**config.mk**
```make
export PLATFORM = sky130hd
export DESIGN_NAME = mips_mc_ctrl
export DESIGN_NICKNAME = d
export VERILOG_FILES = /design/src/rtl/mips_mc_ctrl.sv
export SDC_FILE = /design/constraint.sdc
export NUM_CORES = 1
export LEC_CHECK = 0
export BUFFER_PORTS_ARGS = -buffer_cell sky130_fd_sc_hd__buf_2
export CORE_ASPECT_RATIO = 1.75
export CORE_MARGIN = 2
export CORE_UTILIZATION = 30
export CTS_BUF_LIST = sky130_fd_sc_hd__clkbuf_8
export CTS_CLUSTER_DIAMETER = 120
export DETAILED_ROUTE_END_ITERATION = 10
export HOLD_SLACK_MARGIN = 0.08
export PLACE_DENSITY = 0.73
export SYNTH_ARGS = -nofsm -noshare
export SYNTH_HDL_FRONTEND = slang
export SYNTH_SLANG_ARGS = --single-unit
```
**constraint.sdc**
```tcl
create_clock -name clk -period 1.25 [get_ports clk]
set_input_delay 0.0625 -clock clk [delete_from_list [all_inputs] [get_ports clk]]
set_output_delay 0.0625 -clock clk [all_outputs]
set_load 0.05 [all_outputs]
```
**src/rtl/mips_mc_ctrl.sv**
```systemverilog
// Multi-cycle FETCH/DECODE/EXEC/MEM/WB control unit for the Mini-MIPS core.
// Define MIPS_PERF_CNT_EN to build the cycle/instruction performance counters.
module mips_mc_ctrl #(
  parameter int unsigned ADDR_W = 32
) (
  input  logic              clk,
  input  logic              rst,
  input  logic [5:0]        op,
  input  logic [5:0]        funct,
  input  logic              zero,
  input  logic              imem_ready,
  input  logic              dmem_ready,
  output logic              imem_req,
  output logic              dmem_req,
  output logic              dmem_we,
  output logic              ir_we,
  output logic              pc_we,
  output logic [1:0]        pc_src,
  output logic              reg_we,
  output logic              reg_dst,
  output logic              mem_to_reg,
  output logic              alu_src_imm,
  output logic [1:0]        alu_op,
  output logic [2:0]        state,
  output logic              halted,
  output logic              illegal,
  output logic [ADDR_W-1:0] cycle_cnt,
  output logic [ADDR_W-1:0] instr_cnt
);

  typedef enum logic [2:0] {
    S_FETCH  = 3'd0,
    S_DECODE = 3'd1,
    S_EXEC   = 3'd2,
    S_MEM    = 3'd3,
    S_WB     = 3'd4,
    S_HALT   = 3'd5
  } state_t;

  localparam logic [5:0] OP_RTYPE = 6'b000000;
  localparam logic [5:0] OP_ADDI  = 6'b001000;
  localparam logic [5:0] OP_LW    = 6'b100011;
  localparam logic [5:0] OP_SW    = 6'b101011;
  localparam logic [5:0] OP_BEQ   = 6'b000100;
  localparam logic [5:0] OP_J     = 6'b000010;
  localparam logic [5:0] OP_HALT  = 6'b111111;

  state_t     state_q, state_d;
  logic [5:0] op_q, op_d;
  logic [5:0] funct_q, funct_d;
  logic       illegal_q, illegal_d;

  logic       imem_req_c, dmem_req_c, dmem_we_c, ir_we_c, pc_we_c;
  logic [1:0] pc_src_c, alu_op_c;
  logic       reg_we_c, reg_dst_c, mem_to_reg_c, alu_src_imm_c, halted_c;

  // funct is held for the datapath's ALU decoder; nothing here consumes it
  logic       unused_funct_q;
  assign unused_funct_q = ^funct_q;

  always_ff @(posedge clk or posedge rst) begin
    if (rst) begin
      state_q   <= S_FETCH;
      op_q      <= '0;
      funct_q   <= '0;
      illegal_q <= 1'b0;
    end else begin
      state_q   <= state_d;
      op_q      <= op_d;
      funct_q   <= funct_d;
      illegal_q <= illegal_d;
    end
  end

  always_comb begin
    state_d       = state_q;
    op_d          = op_q;
    funct_d       = funct_q;
    illegal_d     = illegal_q;
    imem_req_c    = 1'b0;
    dmem_req_c    = 1'b0;
    dmem_we_c     = 1'b0;
    ir_we_c       = 1'b0;
    pc_we_c       = 1'b0;
    pc_src_c      = 2'd0;
    reg_we_c      = 1'b0;
    reg_dst_c     = 1'b0;
    mem_to_reg_c  = 1'b0;
    alu_src_imm_c = 1'b0;
    alu_op_c      = 2'b00;
    halted_c      = 1'b0;

    case (state_q)
      S_FETCH: begin
        imem_req_c = 1'b1;
        if (imem_ready) begin
          ir_we_c = 1'b1;
          pc_we_c = 1'b1;
          state_d = S_DECODE;
        end
      end
      S_DECODE: begin
        // Routing uses the live opcode; the latched copy is valid from EXEC on
        op_d    = op;
        funct_d = funct;
        case (op)
          OP_HALT: state_d = S_HALT;
          OP_RTYPE, OP_ADDI, OP_LW, OP_SW, OP_BEQ, OP_J: state_d = S_EXEC;
          default: begin
            illegal_d = 1'b1;
            state_d   = S_FETCH;
          end
        endcase
      end
      S_EXEC: begin
        case (op_q)
          OP_RTYPE: begin
            alu_op_c = 2'b10;
            state_d  = S_WB;
          end
          OP_ADDI: begin
            alu_src_imm_c = 1'b1;
            state_d       = S_WB;
          end
          OP_LW, OP_SW: begin
            alu_src_imm_c = 1'b1;
            state_d       = S_MEM;
          end
          OP_BEQ: begin
            alu_op_c = 2'b01;
            pc_src_c = 2'd1;
            pc_we_c  = zero;
            state_d  = S_FETCH;
          end
          OP_J: begin
            pc_we_c  = 1'b1;
            pc_src_c = 2'd2;
            state_d  = S_FETCH;
          end
          default: state_d = S_FETCH;
        endcase
      end
      S_MEM: begin
        dmem_req_c = 1'b1;
        dmem_we_c  = (op_q == OP_SW);
        if (dmem_ready) begin
          state_d = (op_q == OP_LW) ? S_WB : S_FETCH;
        end
      end
      S_WB: begin
        reg_we_c     = 1'b1;
        reg_dst_c    = (op_q == OP_RTYPE);
        mem_to_reg_c = (op_q == OP_LW);
        state_d      = S_FETCH;
      end
      S_HALT: begin
        halted_c = 1'b1;
      end
      default: state_d = S_FETCH;
    endcase
  end

  // Reset masks every control output at once so an outstanding request drops
  // without waiting for a clock edge.
  assign imem_req    = imem_req_c    & ~rst;
  assign dmem_req    = dmem_req_c    & ~rst;
  assign dmem_we     = dmem_we_c     & ~rst;
  assign ir_we       = ir_we_c       & ~rst;
  assign pc_we       = pc_we_c       & ~rst;
  assign pc_src      = rst ? 2'd0 : pc_src_c;
  assign reg_we      = reg_we_c      & ~rst;
  assign reg_dst     = reg_dst_c     & ~rst;
  assign mem_to_reg  = mem_to_reg_c  & ~rst;
  assign alu_src_imm = alu_src_imm_c & ~rst;
  assign alu_op      = rst ? 2'b00 : alu_op_c;
  assign halted      = halted_c      & ~rst;
  assign illegal     = illegal_q;
  assign state       = state_q;

`ifdef MIPS_PERF_CNT_EN
  logic [ADDR_W-1:0] cycle_q, cycle_d;
  logic [ADDR_W-1:0] instr_q, instr_d;
  logic              retire;

  always_comb begin
    retire  = ((state_d == S_FETCH) &&
               (state_q inside {S_DECODE, S_EXEC, S_MEM, S_WB})) ||
              ((state_d == S_HALT) && (state_q != S_HALT));
    cycle_d = cycle_q;
    instr_d = instr_q;
    if (state_q != S_HALT) cycle_d = cycle_q + {{(ADDR_W-1){1'b0}}, 1'b1};
    if (retire)            instr_d = instr_q + {{(ADDR_W-1){1'b0}}, 1'b1};
  end

  always_ff @(posedge clk or posedge rst) begin
    if (rst) begin
      cycle_q <= '0;
      instr_q <= '0;
    end else begin
      cycle_q <= cycle_d;
      instr_q <= instr_d;
    end
  end

  assign cycle_cnt = cycle_q;
  assign instr_cnt = instr_q;
`else
  assign cycle_cnt = '0;
  assign instr_cnt = '0;
`endif

endmodule

```
; ---- Word level (Yosys, flattened, before mapping)
; Index checks and enable logic that the tools add are counted.
; W data, S select, Z words.
[word_totals]
wordCells = 69
reg_bits = 10
out_inout_bits = 82
[classes]
n_eq_ne = 18
n_mux = 25
n_bitwise = 13
reduce_logical = 10
[op_table]
columns = cell, count
row1 = $eq A6 B6 Y1 const B, 5
row2 = $pmux W3 S5, 1
row3 = $eq A6 B2 Y1 const B, 2
row4 = $eq A6 B3 Y1 const B, 2
row5 = $eq A6 B4 Y1 const B, 2
row6 = $logic_not A6 Y1, 2
row7 = $pmux W3 S2, 2
row8 = $mux W1, 11
row9 = $and A1 B1 Y1, 10
row10 = $mux W3, 3
row11 = $mux W2, 4
row12 = $pmux W2 S2, 2
row13 = $reduce_or A7 Y1, 1
row14 = $eq A3 B2 Y1 const B, 2
row15 = $eq A3 B3 Y1 const B, 2
row16 = $reduce_or A6 Y1, 1
row17 = $ne A2 B2 Y1 const B, 2
row18 = $pmux W1 S2, 2
row19 = $reduce_or A2 Y1, 2
row20 = $eq A3 B1 Y1 const B, 1
row21 = $logic_not A3 Y1, 1
row22 = $not A1 Y1, 3
row23 = $reduce_and A3 Y1, 1
row24 = $reduce_or A3 Y1, 1
row25 = $reduce_and A2 Y1, 1

; ---- Longest topological paths before layout
; Gate-level depths: netlist (run 1).
[depth]
ltp_word = 5
mapped_depth = 6
depth_no_buf = 4

; ---- Least setup slack after synthesis (run 1)
; No wires, ideal clock.
[synth_timing]
path_kind = register -> output
start = register state_q[2] (netlist: state[2])
end = output port dmem_we
stages_incl_launch_ff = 5
required_ps = 1188
t_arrival_ps = 3193
slack_ps = -2005
cell_sequence = dfrtp_1 > nand2b_4 > nor3b_2 > nand2_1 > nor4_1
[synth_via]
elab_chain_len = 3
[synth_lines]
columns = item, line
row1 = start: declaration, 48  ; state_t state_q, state_d;
row2 = start signal: assignment, 68  ; state_q <= state_d;
row3 = $eq A3 B2 Y1, 93  ; case (state_q)
row4 = $mux W1, 93
row5 = $and A1 B1 Y1, 167  ; assign dmem_we = dmem_we_c & ~rst;
row6 = end: declaration, 15  ; output logic dmem_we,
; Every way passes these cells.

; ---- Final worst setup path (run 1)
[layout_timing]
start = register state_q[1] (netlist: state[1])
end = output port mem_to_reg
[layout_via]
elab_chain_len = 3
[layout_lines]
columns = item, line
row1 = $eq A3 B3 Y1, 93
row2 = $mux W1, 93
row3 = $and A1 B1 Y1, 173  ; assign mem_to_reg = mem_to_reg_c & ~rst;
row4 = end: declaration, 21  ; output logic mem_to_reg,
; Every way passes these cells.

==> flow_summary.json, run 1 <==
{
  "critPathArrivalTime_ps": 1570,
  "ctsHtreeMaxLevel": 1,
  "ir_drop_mv": 0.611,
  "grt_pass1_wl_um": 4130,
  "final_cell_area_um2": 1930,
  "regArea_um2": 258,
  "synth_edf_count": 0,
  "dp_hpwl_um": 2090,
  "endpoint_kind": "output pin",
  "met3_length_um": 235,
  "cts_sinks": 10,
  "multiInputGateArea_um2": 915,
  "syn_inst": 137,
  "syn_avg_cell_area_um2": 9.05,
  "cp.buffers_inverters": 1,
  "synth_cell_types": 35,
  "worst_slack_ps": -387,
  "fin_tns_setup_ps": -5800,
  "worstSetupStartpointType": "flip-flop",
  "area_growth_pct": 55.3,
  "p_leak_uw": 0.000948,
  "grt_usage_pct": 11.8,
  "max-clock-path-buffers": 2,
  "ys_async_sr_fraction_pct": 100,
  "crit_path_start": "state[1]",
  "io_buffers": 28,
  "layout-drive-gt1-share_pct": 58.7,
  "rows": 31,
  "syn_area_um2": 1240,
  "rsz0062_at_grt": "yes",
  "post-place-ws_ps": -316,
  "via_count": 1003,
  "wl_per_cell_um": 10.2,
  "numCtsBuffers": 3,
  "die_x_um": 52.6,
  "cts_tree": "yes",
  "dpl_cell_area_um2": 1520,
  "crit_required_ps": 1190,
  "maxCapViolations": 0,
  "finalWeightedCongestion": 0.710,
  "cp_cell_sequence": "nand2b_4 > or3_4 > nor3b_4 > buf_6",
  "wl_met1_um": 713,
  "worst-setup-path-type": "flip-flop to output pin",
  "worstHoldStart": "op[4]",
  "seq_area_frac_synth_pct": 20.2,
  "highest_layer": "met4",
  "cp_top_family": "simple AND/OR/NAND/NOR gates",
  "yosys.area.top_type": "buf_4",
  "placed_cells_incl_taps": 242,
  "cp_slowest_stage_delay_ps": 470,
  "ys.flop_type": "dfrtp_1",
  "violations": "setup timing",
  "chipHeight_um": 89.0,
  "via_per_inst": 3.93,
  "grt_pass1_vias": 932,
  "clock_latency_ps": 230,
  "die_area_um2": 4680,
  "final_nets": 224,
  "antenna_left": 0,
  "min_period_over_period_pct": 131,
  "antenna_found_initial": 0,
  "dr_wl_met2_um": 1640,
  "cp_slowest_cell": "dfrtp_4",
  "power_density_nw_per_um2": 1050,
  "yosysWarnings": 0,
  "drc": 0,
  "core_area_um2": 4070,
  "hp-class": "input pin to flip-flop",
  "netlist.area_leader.share_pct": 38.7,
  "dr.pass1.iters": 4,
  "period_needed_ps": 1640,
  "start_util_pct": 30.4,
  "fmax_ghz": 0.611,
  "totalWireLength_um": 2600,
  "grt_max_degree": 11,
  "fin_cells": 255,
  "skew_ps": 3.92,
  "yosys-top-cells-area": "buf_4, dfrtp_1, mux2_4, nor2_1, and3_1",
  "fillers": 375,
  "slew_viol_final": 0,
  "ios": 99,
  "synth-seq-cells": 10,
  "fin_util_pct": 47.3,
  "detail_route.iter0.violations": 10,
  "finalHoldViolations": 0,
  "root_buffer": "clkbuf_8",
  "globalRouteOverflowTotal": 0,
  "cp_max_fo": 3,
  "diodes": 0,
  "status": "finished with violations",
  "r2r_start": "state[1]",
  "path_clk_slew_ps": 50,
  "setup_viol": 24
}
## cells by family after synthesis
logic type	synth area share, %
AND/OR/NAND/NOR	22.3
AO/OA/AOI/OAI	7.16
flip-flops	20.2
buffers and inverters	41.2
adder cells (fa/ha/maj)	0.807
multiplexers	8.07
other	0.302
## worst reg2reg max path, cell delays in order, from the launching register on
cell,delay [ps]
dfrtp_4,470
buf_4,170
nor2b_4,130
nor2b_4,170
buf_12,140
mux2_4,300
## synth_stat cells (2+ instances only)
library cell and number:
and3_1 4, buf_4 64, buf_6 2, dfrtp_1 10, inv_1 2, mux2_4 6
nand2_1 4, nand2b_1 2, nand3_1 4, nor2_1 7, nor3_1 2, nor3_2 2
nor3b_2 2, nor4_1 3, o21ai_0 2, o21bai_1 2
## layer usage
| layer | up-vias | GRT usage (%) |
|---|---|---|
| li1 | 474 | - |
| met1 | 459 | 10.9 |
| met2 | 68 | 24.9 |
| met3 | 2 | 1.84 |
| met4 | 0 | 2.80 |
| met5 | - | 0 |
## per-stage QoR
stage | total power (uW) | hold slack (ps)
CTS | 1990 | 83.1
global placement | 1420 | 248
floorplan | 1340 | -75.1
finish | 2030 | 85.7
global route | 2130 | 94.0
detailed placement | 1430 | 269
## area by class of cell
cell class	instances	share of cell area, %
clock buffer	4	2.86
timing repair buffer	68	32.5
tap	49	3.18
inverter	2	0.585
sequential	10	13.4
multi-input combinational	122	47.5
## cell usage in the layout (no fill, tap or decap), types with 4 or more instances in the layout
master / n
buf_2: 14
clkbuf_8: 4
nor4_4: 4
conb_1: 64
buf_8: 10
mux2_4: 6
dfrtp_1: 6
buf_6: 16
buf_4: 26
## registers in the layout, indices dropped and copies added (netlist names)
register / flops
state: 3
op_q: 6
illegal: 1
## repair_timing
action	in CTS	in global routing
gates cloned	0	0
setup buffers	5	5
hold buffers	1	0
hold endpoints to repair	10	0
endpoints found under the setup margin	24	24
gates resized for setup	56	17
pin swaps	11	6
## power breakdown
group | switching (uW) | total, uW | internal [uW]
clock network | 115 | 391 | 276
logic | 749 | 1190 | 437
registers | 73.7 | 454 | 380
total | 938 | 2030 | 1090
## final timing paths
kind | endpoint | slack [ps] | depth (start not counted)
setup / recovery | mem_to_reg | -390 | 4
hold / removal | op_q[4] | 90 | 2
setup reg to reg | op_q[5] | -240 | 5
hold reg to reg | illegal | 480 | 1
max in group asynchronous | state[1] | 530 | 4
min in group asynchronous | op_q[4] | 560 | 4
No activity file was read; power rests on OpenSTA's default activity.
==> run 2, diff against run 1 <==
- ABC_AREA: default -> 1
- CORE_MARGIN: 2 -> 5
==> run 2 against run 1 <==
  * The flow still finishes with violations (setup timing)
  * First-iteration DRC count rose by 130%
  * Largest cell class unchanged
  * Register-to-register slack gained 130 ps
  * Cell count up 19%
  * Worst setup slack better by 76 ps
  * Hold slack got worse by 2.7 ps
  * Sequential power up 33%
  * Core utilization up 3.0 points
  * Via count up 24%
  * Highest routed layer unchanged
  * Sequential cell count stayed put
==> flow_summary.json, run 2 <==
{
  "finalWeightedCongestion": 0.854,
  "yosys.area.top_type": "buf_4",
  "grt_pass1_wl_um": 4790,
  "yosys-top-cells-area": "buf_4, dfrtp_1, nand2_1, nor2_1, inv_1",
  "drc": 0,
  "detail_route.iter0.violations": 23,
  "area_growth_pct": 60.0,
  "crit_required_ps": 1190,
  "root_buffer": "clkbuf_8",
  "critPathArrivalTime_ps": 1500,
  "final_common_cell": "conb_1",
  "via_count": 1239,
  "totalWireLength_um": 3430,
  "grt_usage_pct": 11.1,
  "dr.pass1.iters": 4,
  "cp_max_fo": 4,
  "violations": "setup timing",
  "worst_slack_ps": -311,
  "antenna_found_initial": 0,
  "core_area_um2": 3900,
  "setup_viol": 22,
  "ys.flop_type": "dfrtp_1",
  "final_nets": 273,
  "seq_area_frac_synth_pct": 20.4,
  "crit_path_start": "state[2]",
  "dpl_cell_area_um2": 1450,
  "globalRouteOverflowTotal": 0,
  "cp_slowest_cell": "dfrtp_2",
  "min_period_over_period_pct": 125,
  "final_cell_mix": "conb_1, buf_4, buf_6, nand2_1",
  "whs_ps": 83.0,
  "start_util_pct": 31.4,
  "synth_cell_types": 19,
  "netlist.area_leader.share_pct": 39.8,
  "worstHoldStart": "op[4]",
  "timing.rr.end": "state[0]",
  "chipHeight_um": 94.6,
  "cp.buffers_inverters": 3,
  "fin_cells": 303,
  "yosysWarnings": 0,
  "wl_per_cell_um": 11.3,
  "largest_reg_flops": 6,
  "status": "finished with violations",
  "syn_inst": 187,
  "endpoint": "pc_we",
  "ios": 99,
  "clock_latency_ps": 240,
  "dp_hpwl_um": 2410,
  "synth_most_common_cell": "buf_4",
  "worstSetupStartpointType": "flip-flop",
  "path_clk_slew_ps": 50,
  "ys_async_sr_fraction_pct": 100,
  "grt_max_degree": 12,
  "synth_commonest_cells": "buf_4, nand2_1, nor2_1",
  "io_buffers": 28,
  "syn_area_um2": 1230,
  "largest_register": "op_q",
  "power_density_nw_per_um2": 1740,
  "synth-seq-cells": 10,
  "r2r_start": "op_q[0]",
  "diodes": 0,
  "rsz0062_at_grt": "yes",
  "hp-class": "input pin to flip-flop",
  "path_depth": 8,
  "period_needed_ps": 1560,
  "final_cell_area_um2": 1960,
  "antenna_left": 0,
  "ir_drop_mv": 0.867,
  "max-clock-path-buffers": 2,
  "numCtsBuffers": 3,
  "die_area_um2": 5520,
  "worst-setup-path-type": "flip-flop to output pin",
  "cp_slowest_stage_delay_ps": 450,
  "via_per_inst": 4.09,
  "ctsHtreeMaxLevel": 1,
  "reg2reg_depth": 9,
  "cts_tree": "yes",
  "rows": 30,
  "cp_cell_sequence": "inv_2 > nand2_2 > inv_2 > nand2_2 > nor2_1 > nor2_1 > a21oi_4 > buf_6",
  "rrSetupSlack_ps": -110,
  "cp_top_family": "flip-flops",
  "slew_viol_final": 0,
  "placed_cells_incl_taps": 277,
  "maxCapViolations": 0,
  "fmax_ghz": 0.641,
  "die_x_um": 58.4,
  "syn_avg_cell_area_um2": 6.56,
  "synth_edf_count": 0,
  "endpoint_kind": "output pin",
  "cts_sinks": 10,
  "p_leak_uw": 0.00102,
  "skew_ps": 4.76,
  "layout-drive-gt1-share_pct": 49.4,
  "finalHoldViolations": 0,
  "grt_pass1_vias": 1151
}
==> run 2: worst min-delay path by stage <==
stage | endpoint | slack [ps] | depth (start not counted)
5_1_grt | op_q[4] | 100 | 3
2_1_floorplan | op_q[0] | 180 | 2
4_1_cts | op_q[4] | 80 | 3
3_5_place_dp | op_q[1] | 320 | 3
3_3_place_gp | op_q[1] | 300 | 3
6_report | op_q[4] | 80 | 3
==> run 2: cell families after synthesis <==
group | after synthesis | share of synthesized area (%)
flip-flops | 10 | 20.4
buffers and inverters | 86 | 46.9
AND/OR/NAND/NOR | 79 | 27.7
AO/OA/AOI/OAI | 11 | 4.69
other | 1 | 0.306
==> run 2: worst register-to-register path, stage by stage, from the launching register on <==
cell and delay, ps:
dfrtp_1 400, buf_4 150, buf_4 120, nand2_1 90
nor2_4 60, buf_4 130, nand3_1 110, nand3_1 80
nand2_1 70, nand2_1 50
==> run 2: report_power, final <==
group          total (uW)  internal (uW)  switching (uW)
Clock                 404            277             127
Combinational        2410            941            1460
Sequential            606            448             158
==> run 2: final cells by class <==
cell class	count	area (um2)
well taps	48	60.1
flip-flops and latches	10	254
fillers	344	1940
repair buffers	68	606
clock buffers	4	55.1
inverters	19	82.6
multi-input cells	154	907
==> run 2: what timing repair did <==
| action | 4_1_cts | 5_1_grt |
|---|---|---|
| pin swaps | 8 | 10 |
| cloned | 0 | 1 |
| hold buffers | 3 | 0 |
| setup endpoints to repair | 14 | 25 |
| setup buffers | 12 | 10 |
| resized for setup | 70 | 28 |
| endpoints found under the hold margin | 3 | 0 |
==> run 2: metrics by stage <==
step / TNS (ps) / worst slack, ps / power (uW) / utilization (%)
after floorplan: -1800 / -378 / 1890 / -
after global routing: -4160 / -363 / 3610 / 50.3
after detailed placement: -776 / -130 / 2200 / 37.1
final: -2890 / -311 / 3420 / 50.3
after CTS: -2920 / -292 / 3100 / 46.7
after global placement: -540 / -90.6 / 2180 / 37.1
==> run 2: routing by layer <==
layer / routed length [um] / GRT usage, % / up-vias / share of wire (%)
li1: - / - / 585 / -
met1: 1060 / 11.1 / 555 / 31
met2: 1850 / 20.8 / 85 / 54
met3: 403 / 2.33 / 14 / 12
met4: 109 / 5.61 / 0 / 3.2
met5: 0 / 0 / - / 0
==> run 3, diff against run 2 <==
- PLACE_DENSITY: 0.73 -> 0.67
==> run 3 against run 2 <==
  * Routed wire length decreased by 12%
  * Via count shrank 5.3%
  * Clock-buffer cell count down 1
  * Sequential power down 3.6%
  * Critical path depth unchanged
  * Cell area fell by 6.6%
  * Clock power fell by 18%
  * Cell count down 2.6%
  * Sequential share of layout area up 0.92 points
  * First-iteration DRC count is 17% lower
  * The flow still finishes with violations (setup timing)
  * Non-clock buffer count shrank 8
==> flow_summary.json, run 3 (synthesis gave the netlist of run 2 again) <==
{
  "status": "finished with violations",
  "violations": "setup timing",
  "fillers": 387,
  "placed_cells_incl_taps": 278,
  "wl_per_cell_um": 10.2,
  "root_buffer": "clkbuf_8",
  "cts_tree": "yes",
  "rrSetupSlack_ps": -20,
  "dp_hpwl_um": 2420,
  "met2_usage_pct": 19.7,
  "worst-setup-path-type": "flip-flop to output pin",
  "cp_slowest_cell": "dfrtp_2",
  "crit_required_ps": 1190,
  "setup_viol": 18,
  "rsz0062_at_grt": "yes",
  "final_common_cell": "conb_1",
  "layout-drive-gt1-share_pct": 44.5,
  "grt_pass1_wl_um": 4590,
  "grt_busiest_layer": "met2",
  "maxCapViolations": 0,
  "whs_path_depth": 3,
  "final_cell_mix": "conb_1, nand2_1, buf_4, buf_6, buf_2",
  "worst_slack_ps": -265,
  "die_area_um2": 5520,
  "cp_max_fo": 4,
  "die_x_um": 58.4,
  "reg2reg_depth": 7,
  "hold_end": "op_q[2]",
  "skew_ps": 5.90,
  "worstSetupStartpointType": "flip-flop",
  "fmax_ghz": 0.660,
  "multiInputGateArea_um2": 871,
  "cp_cell_sequence": "inv_2 > nand2_2 > inv_2 > nand2_2 > nor2_1 > nor2_1 > a21oi_4 > buf_6",
  "totalWireLength_um": 3000,
  "diodes": 0,
  "grt_max_degree": 11,
  "finalWeightedCongestion": 0.832,
  "p_leak_uw": 0.000966,
  "period_needed_ps": 1520,
  "grt_use_met3_pct": 2.05,
  "hp-class": "input pin to flip-flop",
  "antenna_found_initial": 0,
  "grt_usage_pct": 10.7,
  "min_period_over_period_pct": 121,
  "chipHeight_um": 94.6,
  "regArea_um2": 254,
  "grt.met1_usage_pct": 10.6,
  "globalRouteOverflowTotal": 0,
  "whs_ps": 89.4,
  "grt_pass1_vias": 1145,
  "cp_slowest_stage_delay_ps": 440,
  "numCtsBuffers": 3,
  "via_per_inst": 3.98,
  "rows": 30,
  "drc": 0,
  "dr.pass1.iters": 4,
  "path_clk_slew_ps": 50,
  "endpoint_kind": "output pin",
  "ctsHtreeMaxLevel": 1,
  "power_density_nw_per_um2": 1600,
  "detail_route.iter0.violations": 19,
  "clock_latency_ps": 240,
  "finalHoldViolations": 0,
  "largest_reg_flops": 6,
  "largest_register": "op_q",
  "critPathArrivalTime_ps": 1450,
  "fin_cells": 295,
  "ios": 99,
  "worstHoldStart": "op[2]",
  "max-clock-path-buffers": 2,
  "start_util_pct": 31.4,
  "cts_sinks": 10,
  "area_growth_pct": 49.4,
  "via_count": 1173,
  "timing.rr.end": "illegal",
  "slew_viol_final": 0,
  "io_buffers": 28,
  "antenna_left": 0,
  "core_area_um2": 3900,
  "ir_drop_mv": 0.918,
  "final_nets": 265,
  "r2r_start": "state[1]",
  "power.total_uw": 2940
}
[run 3: changes by cell type in the layout (fill, tap and decap cells not counted), sizes merged]
cell	before	now
clkbuf	4	3
buf	65	57
inv	18	19
[run 3: how the worst max path moves through the flow]
stage / from / cells after the start / endpoint / slack (ps)
2_1_floorplan: state[0] / 3 / dmem_we / -380
3_3_place_gp: op_q[2] / 6 / pc_we / -100
3_5_place_dp: op_q[2] / 6 / pc_we / -140
4_1_cts: op_q[0] / 7 / pc_we / -270
5_1_grt: state[2] / 8 / pc_we / -330
6_report: state[2] / 8 / pc_we / -270
[run 3: area by class of cell]
class / instances / share of cell area (%)
Timing Repair Buffer: 60 / 28.6
Clock inverter: 1 / 0.205
Multi-Input combinational cell: 154 / 47.5
Clock buffer: 3 / 2.25
Tap cell: 48 / 3.27
Inverter: 19 / 4.37
Sequential cell: 10 / 13.8
[run 3: routing by layer]
layer | wire length [um] | up-vias | part of all wire (%)
met3 | 397 | 12 | 13
met1 | 915 | 507 | 30
li1 | - | 569 | -
met5 | 0 | - | 0
met2 | 1600 | 85 | 53
met4 | 87 | 0 | 2.9
[run 3: timing repair]
action,CTS,global route
hold endpoints to repair,3,0
gates resized for setup,52,20
pin swaps,8,9
hold buffers,3,0
endpoints found under the setup margin,15,19
buffers inserted,6,5
[run 3: report_power, final]
group / switching (uW) / internal, uW
clock network: 119 / 214
logic: 1320 / 712
registers: 135 / 449
[run 3: per-stage QoR]
stage	instance area (um2)	setup WS [ps]	util, %	TNS, ps
after floorplan	1620	-378	-	-1800
after global placement	1450	-97.3	37.2	-556
after detailed placement	1450	-138	37.2	-789
after CTS	1740	-265	44.6	-2160
after global routing	1830	-331	47.0	-3850
final	1830	-265	47.0	-2090
[run 3: critical path, delay by kind of cell (launching register included)]
family          cells  cell delay [ps]
flops               1              440
simple gates        4              330
buf+inv             3              300
compound gates      1              150
